--- config.mk ---
export PLATFORM = sky130hd
export DESIGN_NAME = icache_axi_refill_flat
export DESIGN_NICKNAME = d
export VERILOG_FILES = /design/src/rtl/icache_axi_refill_if.sv /design/src/rtl/icache_axi_refill.sv /design/src/flat_wrapper.sv
export SDC_FILE = /design/constraint.sdc
export NUM_CORES = 1
export LEC_CHECK = 0
export BUFFER_PORTS_ARGS = -buffer_cell sky130_fd_sc_hd__buf_2
export CAP_MARGIN = 20
export CORE_AREA = 5 5 245 247
export DETAILED_ROUTE_END_ITERATION = 8
export DIE_AREA = 0 0 250 252
export PLACE_DENSITY_LB_ADDON = 0.2
export SLEW_MARGIN = 5
export SYNTH_ARGS = -nofsm -noshare
export SYNTH_HDL_FRONTEND = slang
export SYNTH_SLANG_ARGS = --single-unit
--- constraint.sdc ---
create_clock -name clk -period 2 [get_ports clk]
set_input_delay 0.4 -clock clk [delete_from_list [all_inputs] [get_ports clk]]
set_output_delay 0.4 -clock clk [all_outputs]
set_load 0.005 [all_outputs]
--- src/rtl/icache_axi_refill_if.sv ---
// AXI4 read-address / read-data channel bundle between the icache refill
// engine (master) and the memory interconnect (slave).
interface icache_axi_refill_if;
    logic [3:0]  arid;
    logic [31:0] araddr;
    logic [7:0]  arlen;
    logic [2:0]  arsize;
    logic [1:0]  arburst;
    logic        arvalid;
    logic        arready;
    logic [3:0]  rid;
    logic [31:0] rdata;
    logic [1:0]  rresp;
    logic        rlast;
    logic        rvalid;
    logic        rready;

    modport master (
        output arid, araddr, arlen, arsize, arburst, arvalid, rready,
        input  arready, rid, rdata, rresp, rlast, rvalid
    );

    modport slave (
        input  arid, araddr, arlen, arsize, arburst, arvalid, rready,
        output arready, rid, rdata, rresp, rlast, rvalid
    );
endinterface

--- src/rtl/icache_axi_refill.sv ---
// Icache line refill engine: one 16x32-bit AXI4 INCR burst per miss, line returned with a reload pulse.
// Optional rresp checking is enabled by defining ICACHE_REFILL_RESP_CHECK_EN.
module icache_axi_refill #(
    parameter logic [3:0] AXI_ID = 4'd0
) (
    input  logic                 clk,
    input  logic                 resetn,
    input  logic                 rd_req,
    input  logic [31:0]          rd_addr,
    output logic                 reload,
    output logic [511:0]         cacheline_new,
    output logic                 refill_err,
    icache_axi_refill_if.master  axi
);

    typedef enum logic [1:0] {
        S_IDLE,
        S_AR,
        S_R,
        S_DONE
    } state_e;

    state_e             state_q, state_d;
    logic [31:0]        addr_q, addr_d;
    logic [3:0]         cnt_q, cnt_d;
    logic [15:0][31:0]  line_q, line_d;

    assign axi.arid    = AXI_ID;
    assign axi.arlen   = 8'd15;
    assign axi.arsize  = 3'b010;
    assign axi.arburst = 2'b01;
    assign axi.araddr  = addr_q;
    assign cacheline_new = line_q;

`ifdef ICACHE_REFILL_RESP_CHECK_EN
    logic err_q, err_d;
    logic unused_rid;
    assign unused_rid = ^axi.rid;
`else
    logic unused_rresp_rid;
    assign unused_rresp_rid = ^{axi.rid, axi.rresp};
`endif

    // NOTE: every signal driven here gets a default first, so no path can infer a latch.
    always_comb begin
        state_d     = state_q;
        addr_d      = addr_q;
        cnt_d       = cnt_q;
        line_d      = line_q;
        axi.arvalid = 1'b0;
        axi.rready  = 1'b0;
        reload      = 1'b0;
        refill_err  = 1'b0;
`ifdef ICACHE_REFILL_RESP_CHECK_EN
        err_d       = err_q;
`endif
        case (state_q)
            S_IDLE: begin
                if (rd_req) begin
                    addr_d  = rd_addr & 32'hFFFF_FFC0;
                    cnt_d   = 4'd0;
`ifdef ICACHE_REFILL_RESP_CHECK_EN
                    err_d   = 1'b0;
`endif
                    state_d = S_AR;
                end
            end
            S_AR: begin
                axi.arvalid = 1'b1;
                if (axi.arready) state_d = S_R;
            end
            S_R: begin
                // rready depends on state only, never on rvalid.
                axi.rready = 1'b1;
                if (axi.rvalid) begin
                    line_d[cnt_q] = axi.rdata;
                    cnt_d         = cnt_q + 4'd1;
`ifdef ICACHE_REFILL_RESP_CHECK_EN
                    if (axi.rresp != 2'b00) err_d = 1'b1;
`endif
                    if (axi.rlast) state_d = S_DONE;
                end
            end
            S_DONE: begin
`ifdef ICACHE_REFILL_RESP_CHECK_EN
                reload     = ~err_q;
                refill_err = err_q;
`else
                reload     = 1'b1;
`endif
                state_d    = S_IDLE;
            end
            default: state_d = S_IDLE;
        endcase
    end

    // NOTE: state updates use non-blocking assignments so all registers see pre-edge values.
    always_ff @(posedge clk or negedge resetn) begin
        if (!resetn) begin
            state_q <= S_IDLE;
            addr_q  <= 32'd0;
            cnt_q   <= 4'd0;
`ifdef ICACHE_REFILL_RESP_CHECK_EN
            err_q   <= 1'b0;
`endif
        end else begin
            state_q <= state_d;
            addr_q  <= addr_d;
            cnt_q   <= cnt_d;
`ifdef ICACHE_REFILL_RESP_CHECK_EN
            err_q   <= err_d;
`endif
        end
    end

    // NOTE: the line register is reset because the cache may observe cacheline_new straight out of reset.
    always_ff @(posedge clk or negedge resetn) begin
        if (!resetn) line_q <= '0;
        else         line_q <= line_d;
    end

endmodule

--- src/flat_wrapper.sv ---
// flat-port wrapper written by rule: the top's interface ports become plain ports
module icache_axi_refill_flat 
#(
    parameter logic [3:0] AXI_ID = 4'd0
)
  (clk, resetn, rd_req, rd_addr, reload, cacheline_new, refill_err, axi_arid, axi_araddr, axi_arlen, axi_arsize, axi_arburst, axi_arvalid, axi_rready, axi_arready, axi_rid, axi_rdata, axi_rresp, axi_rlast, axi_rvalid);
  icache_axi_refill_if axi_i ();
  input  logic clk;
  input  logic resetn;
  input  logic rd_req;
  input  logic [31:0] rd_addr;
  output logic reload;
  output logic [511:0] cacheline_new;
  output logic refill_err;
  output wire logic [$bits(axi_i.arid)-1:0] axi_arid;
  output wire logic [$bits(axi_i.araddr)-1:0] axi_araddr;
  output wire logic [$bits(axi_i.arlen)-1:0] axi_arlen;
  output wire logic [$bits(axi_i.arsize)-1:0] axi_arsize;
  output wire logic [$bits(axi_i.arburst)-1:0] axi_arburst;
  output wire logic [$bits(axi_i.arvalid)-1:0] axi_arvalid;
  output wire logic [$bits(axi_i.rready)-1:0] axi_rready;
  input wire logic [$bits(axi_i.arready)-1:0] axi_arready;
  input wire logic [$bits(axi_i.rid)-1:0] axi_rid;
  input wire logic [$bits(axi_i.rdata)-1:0] axi_rdata;
  input wire logic [$bits(axi_i.rresp)-1:0] axi_rresp;
  input wire logic [$bits(axi_i.rlast)-1:0] axi_rlast;
  input wire logic [$bits(axi_i.rvalid)-1:0] axi_rvalid;
  assign axi_arid = axi_i.arid;
  assign axi_araddr = axi_i.araddr;
  assign axi_arlen = axi_i.arlen;
  assign axi_arsize = axi_i.arsize;
  assign axi_arburst = axi_i.arburst;
  assign axi_arvalid = axi_i.arvalid;
  assign axi_rready = axi_i.rready;
  assign axi_i.arready = axi_arready;
  assign axi_i.rid = axi_rid;
  assign axi_i.rdata = axi_rdata;
  assign axi_i.rresp = axi_rresp;
  assign axi_i.rlast = axi_rlast;
  assign axi_i.rvalid = axi_rvalid;
  icache_axi_refill #(.AXI_ID(AXI_ID)) u_core (.clk(clk), .resetn(resetn), .rd_req(rd_req), .rd_addr(rd_addr), .reload(reload), .cacheline_new(cacheline_new), .refill_err(refill_err), .axi(axi_i));
endmodule
* After elaboration in Yosys (flattened, before gate mapping) *
Index checks and enable logic that the tools add are counted.

storage, ports and cells
  bits in registers = 544
  bits of input ports = 76
  output and inout bits = 565
  logic and storage cells = 50

operators by class
  $add $sub $neg = 1
  magnitude comparators = 2
  eq/ne operators = 7
  mux-type cells = 14
  reductions and logical operators = 7

operators by type and width
  operator                                                            number
  bitwise mux 512 bit                                                 1
  demux 32 bit (select 4 bit)                                         1
  2-to-1 mux 32 bit                                                   1
  2-to-1 mux 2 bit                                                    4
  2-to-1 mux 4 bit                                                    2
  inequality test 2 bit (second input constant)                       4
  one-hot mux 2 bit (4 select lines)                                  1
  one-hot mux 4 bit (2 select lines)                                  1
  < comparator 4 x 5 -> 1 bit (second input constant)                 1
  adder 4 x 1 -> 4 bit (second input constant)                        1
  == test 2 bit (second input constant)                               2
  greater-or-equal comparator 4 x 1 -> 1 bit (second input constant)  1
  AND reduction 2 bit                                                 2
  AND reduction 4 bit                                                 1
  2-to-1 mux 1 bit                                                    3
  AND reduction 3 bit                                                 1
  == test 2 x 1 -> 1 bit (second input constant)                      1
  logical NOT 2 bit                                                   1
  nonzero test 2 bit                                                  1
  logical AND 1 bit                                                   1

* Depth between registers and ports, before layout *
  word-level depth = 5
  depth in mapped cells = 7
  depth with buffers taken out = 5

* Worst setup path before layout *
No wires, ideal clock.

  path kind = flip-flop to flip-flop
  start = reg u_core.state_q[0]
  end = reg u_core.line_q, in the netlist u_core.cacheline_new[10]
  setup time = 0.127 ns
  arrival = 1.793 ns
  required time = 1.873 ns
  slack = 0.080 ns
  stages on the path, launching flop included = 8
  buffers on the path = 2
  clock period less this slack = 1.920 ns
  path through = dfrtp_1 inv_1 ha_1 nand3_1 or3_1 buf_2 buf_6 mux2_1

between the ends
  longest elaborated chain between the ends = 2

ends and longest elaborated chain
  what                                  line                      source
  start, declared                       icache_axi_refill.sv:23   state_e state_q, state_d;
  start signal, assigned                icache_axi_refill.sv:107  state_q <= state_d;
  == test 2 bit                         icache_axi_refill.sv:57   case (state_q)
  AND reduction 2 bit (no source line)  -
  end signal, assigned                  icache_axi_refill.sv:119  else line_q <= line_d;
  end, declared                         icache_axi_refill.sv:26   logic [15:0][31:0] line_q, line_d;

No other way between the ends.
A chain may end at the register's enable or synchronous reset.

* Worst setup path in the final report *
  start = reg u_core.cnt_q[1]
  end = reg u_core.line_q, in the netlist u_core.cacheline_new[6]

between the ends
  longest elaborated chain between the ends = 5
  elaborated cells between the ends (all ways) = 6

ends and longest elaborated chain
  what                                                                                                                    line                      source
  start, declared                                                                                                         icache_axi_refill.sv:25   logic [3:0] cnt_q, cnt_d;
  start signal, assigned                                                                                                  icache_axi_refill.sv:109  cnt_q <= cnt_d;
  < comparator 4 x 5 -> 1 bit (implied by the code) / greater-or-equal comparator 4 x 1 -> 1 bit (equally long branches)  icache_axi_refill.sv:76   line_d[cnt_q] = axi.rdata;
  logical AND 1 bit (implied by the code)                                                                                 icache_axi_refill.sv:76
  2-to-1 mux 32 bit (implied by the code)                                                                                 icache_axi_refill.sv:76
  demux 32 bit (select 4 bit) (*)                                                                                         -
  bitwise mux 512 bit (*)                                                                                                 icache_axi_refill.sv:76

Mark *: on every way between the ends. The rest lies on a longest branch, timed or not.

==> flow_metrics.tcl <==
set metrics [dict create \
    status "completed" \
    antenna_found_initial 6 \
    core_um2 57400 \
    place_congestion 0.799 \
    whs_endpoint "u_core.axi.araddr[30]" \
    cp.buffers_inverters 2 \
    grt_max_degree 68 \
    fmax_mhz 520 \
    arrival_ps 2400 \
    grt_pass1_vias 13900 \
    grt-ovfl-total 0 \
    crit_family "simple AND/OR/NAND/NOR gates" \
    synth_seq_cells 544 \
    cts-buffers-inserted 57 \
    nFillCells 5049 \
    drt-initial-drc-count 484 \
    fp.dieW_um 250 \
    routedWlPerCell_um 24.1 \
    ff2ff_setup_slack_ps 80 \
    drt-total-wl_mm 66.2 \
    multi_input_area_um2 6680 \
    yosysUniqueCellTypes 27 \
    cp_num_cells 6 \
    cts-root-buf "clkbuf_16" \
    slew_headroom_pct 57.6 \
    crit_path_cell_trace "inv_1 -> ha_1 -> nand3_1 -> or3_2 -> buf_12 -> mux2_1" \
    r2r_end "u_core.cacheline_new[6]" \
    hold_viol_final 0 \
    worst_pin_slew_ps 635 \
    drc 0 \
    portBuffers 604 \
    route.vias.total 13200 \
    fin_util_pct 48.1 \
    drtPass1Iterations 4 \
    die-area_um2 63000 \
    yosysWarnings 0 \
    fin_crit_ps 1920 \
    ff_latch_area_um2 13600 \
    synthesis.instances 1263 \
    clock-sinks 544 \
    ys_seq_area_share_pct 65.7 \
    cts_tree "built" \
    grt_use_total_pct 20.2 \
    fin_crit_sh_pct 96.1 \
    grt_pass1_wl_mm 96.8 \
    clk_latency_ps 600 \
    peakVddDrop_mv 0.777 \
    worstPathRequired_ps 2470 \
    critPathKind "reg -> reg" \
    die_h_um 252 \
    hp-class "in -> reg" \
    leakage_uw 0.0150 \
    synth_area_per_cell_um2 16.4 \
    cp-end-kind "flop" \
    finalMaxSlewViolations 0 \
    syn-cell-area_um2 20700 \
    initial_core_util_pct 36.1 \
    rsz0062_at_grt "false" \
    dp_slack_ps -51.8 \
    clk_pin_slew_ps 60 \
    place_hpwl_mm 47.6 \
    clock_skew_ps 23.1 \
    min_from "rd_addr[30]" \
    vias_per_cell 4.78 \
    timing.final.ws_setup_ps 77.1 \
    row_count 88 \
    powerDensity_nw_per_um2 1210 \
    timing.rr.start "u_core.cnt_q[1]" \
    netlist_top_cells_area "dfrtp_1, mux2_2, mux2_1" \
    finish.net_count 2018 \
    hold_path_depth 2 \
    cts_max_path_buffers 3 \
    cpMaxStageDelayCell "or3_2" \
    io_pins 641 \
    area_growth_pct 33.1 \
    ant_nets 0 \
    cp_max_fo 22 \
    cap_viol_max_count 0 \
    drive_above_1_share_pct 64.3 \
    start_kind "flop" \
    setup_viol 0 \
    critPathMaxStageDelay_ps 480 \
    hold_slack_ps 44.5 \
    synth_top_area_share_pct 65.7 \
    htreeDepth 2 \
    yosysTopAreaCell "dfrtp_1" \
    reg2regPathDepth 6 \
]
-- metrics by stage --
stage                     TNS (ps)  cell area, µm²  power [µW]  instances
after floorplan                  0           20800       17800       1285
after detailed placement      -473           25300       22500       2614
after global placement        -111           25300       22300       2614
after CTS                        0           27500       33800       2738
final                            0           27600       33500       2750
after global routing             0           27600       35100       2746
-- state kept, by name, summed over array words and instances, names as in the netlist --
signal / count
u_core.axi.araddr: 26
u_core.state_q: 2
u_core.cacheline_new: 512
u_core.cnt_q: 4
-- metal layers --
layer	vias to the layer above	GRT usage [%]	share of wire, %
li1	5726	-	-
met1	6925	25.5	41
met2	410	34.7	50
met3	88	5.54	6.5
met4	2	5.10	2.3
met5	-	0	0.020
-- power breakdown --
group	switching [µW]	internal [µW]
clock network	4330	6740
logic	3550	4060
registers	1340	13500
total	9220	24300
-- cells in the mapped netlist --
library cell and n:
nand2_1 7, nand4_1 2, nor2b_1 3, o32a_1 1, o211ai_1 1, mux2_1 62, nand2b_1 6, inv_1 5
mux2_2 477, buf_6 5, mux2i_1 1, clkbuf_1 37, a2111oi_0 1, buf_2 45, dfrtp_1 544, buf_4 25
nor2_1 14, or3_1 2, or4b_2 2, nand3b_1 1, o21ai_0 2, ha_1 8, nand3_1 7, o21a_1 1
nand3_2 1, a22o_1 1, conb_1 2
-- what timing repair did --
| item | in CTS | in global routing |
|---|---|---|
| pin swaps | 0 | 1 |
| gates resized for setup | 5 | 7 |
| hold endpoints to repair | 48 | 0 |
| hold buffers | 19 | 0 |
| buffers inserted | 0 | 7 |
| setup endpoints to repair | 53 | 20 |
-- worst max-delay path by stage --
stage                                 start                  endpoint  slack (ps)
after floorplan           u_core.state_q[0]  u_core.cacheline_new[10]          80
after global placement    u_core.state_q[0]  u_core.cacheline_new[25]         -10
after detailed placement  u_core.state_q[0]  u_core.cacheline_new[22]         -50
after CTS                 u_core.state_q[0]                axi_rready           2
after global routing        u_core.cnt_q[0]   u_core.cacheline_new[5]           7
final                       u_core.cnt_q[1]   u_core.cacheline_new[6]          80
-- worst register-to-register path, stage by stage (launching register included) --
cell	delay, ps
dfrtp_1	410
inv_1	110
ha_1	160
nand3_1	110
or3_2	480
buf_12	200
mux2_1	330
-- cells by family (layout without fill, tap and decap cells) --
group / count (synthesis) / count (layout) / share of synthesized area (%)
and+or+nand+nor: 45 / 45 / 1.12
buffers and inverters: 117 / 812 / 3.03
other: 2 / 29 / 0.0363
AOI/OAI and AO/OA: 7 / 7 / 0.254
muxes: 540 / 540 / 29.4
adders and majority gates: 8 / 8 / 0.483
DFF: 544 / 544 / 65.7
-- area by class of cell --
type | count | share of cell area, %
sequential | 544 | 49.4
multi-input combinational | 624 | 24.2
antenna | 5 | 0.0454
inverter | 5 | 0.0681
clock inverter | 16 | 0.994
tap | 765 | 3.47
clock buffer | 89 | 6.19
timing repair buffer | 702 | 15.6
-- cells in the final DEF, fill, tap and decap left out, types with 3 or more instances in the layout --
| master | count |
|---|---|
| buf_4 | 41 |
| bufinv_16 | 7 |
| nand3_1 | 7 |
| dlygate4sd3_1 | 19 |
| clkbuf_16 | 57 |
| nor2_4 | 14 |
| buf_2 | 601 |
| clkbuf_1 | 16 |
| mux2_2 | 477 |
| clkbuf_8 | 16 |
| mux2_1 | 62 |
| nor2b_1 | 3 |
| buf_12 | 37 |
| nand2_1 | 7 |
| dfrtp_1 | 544 |
| ha_1 | 6 |
| diode_2 | 5 |
| inv_1 | 3 |
| clkinv_2 | 4 |
| nand2b_1 | 6 |
| conb_1 | 24 |
No activity file was read; power rests on OpenSTA's default activity.
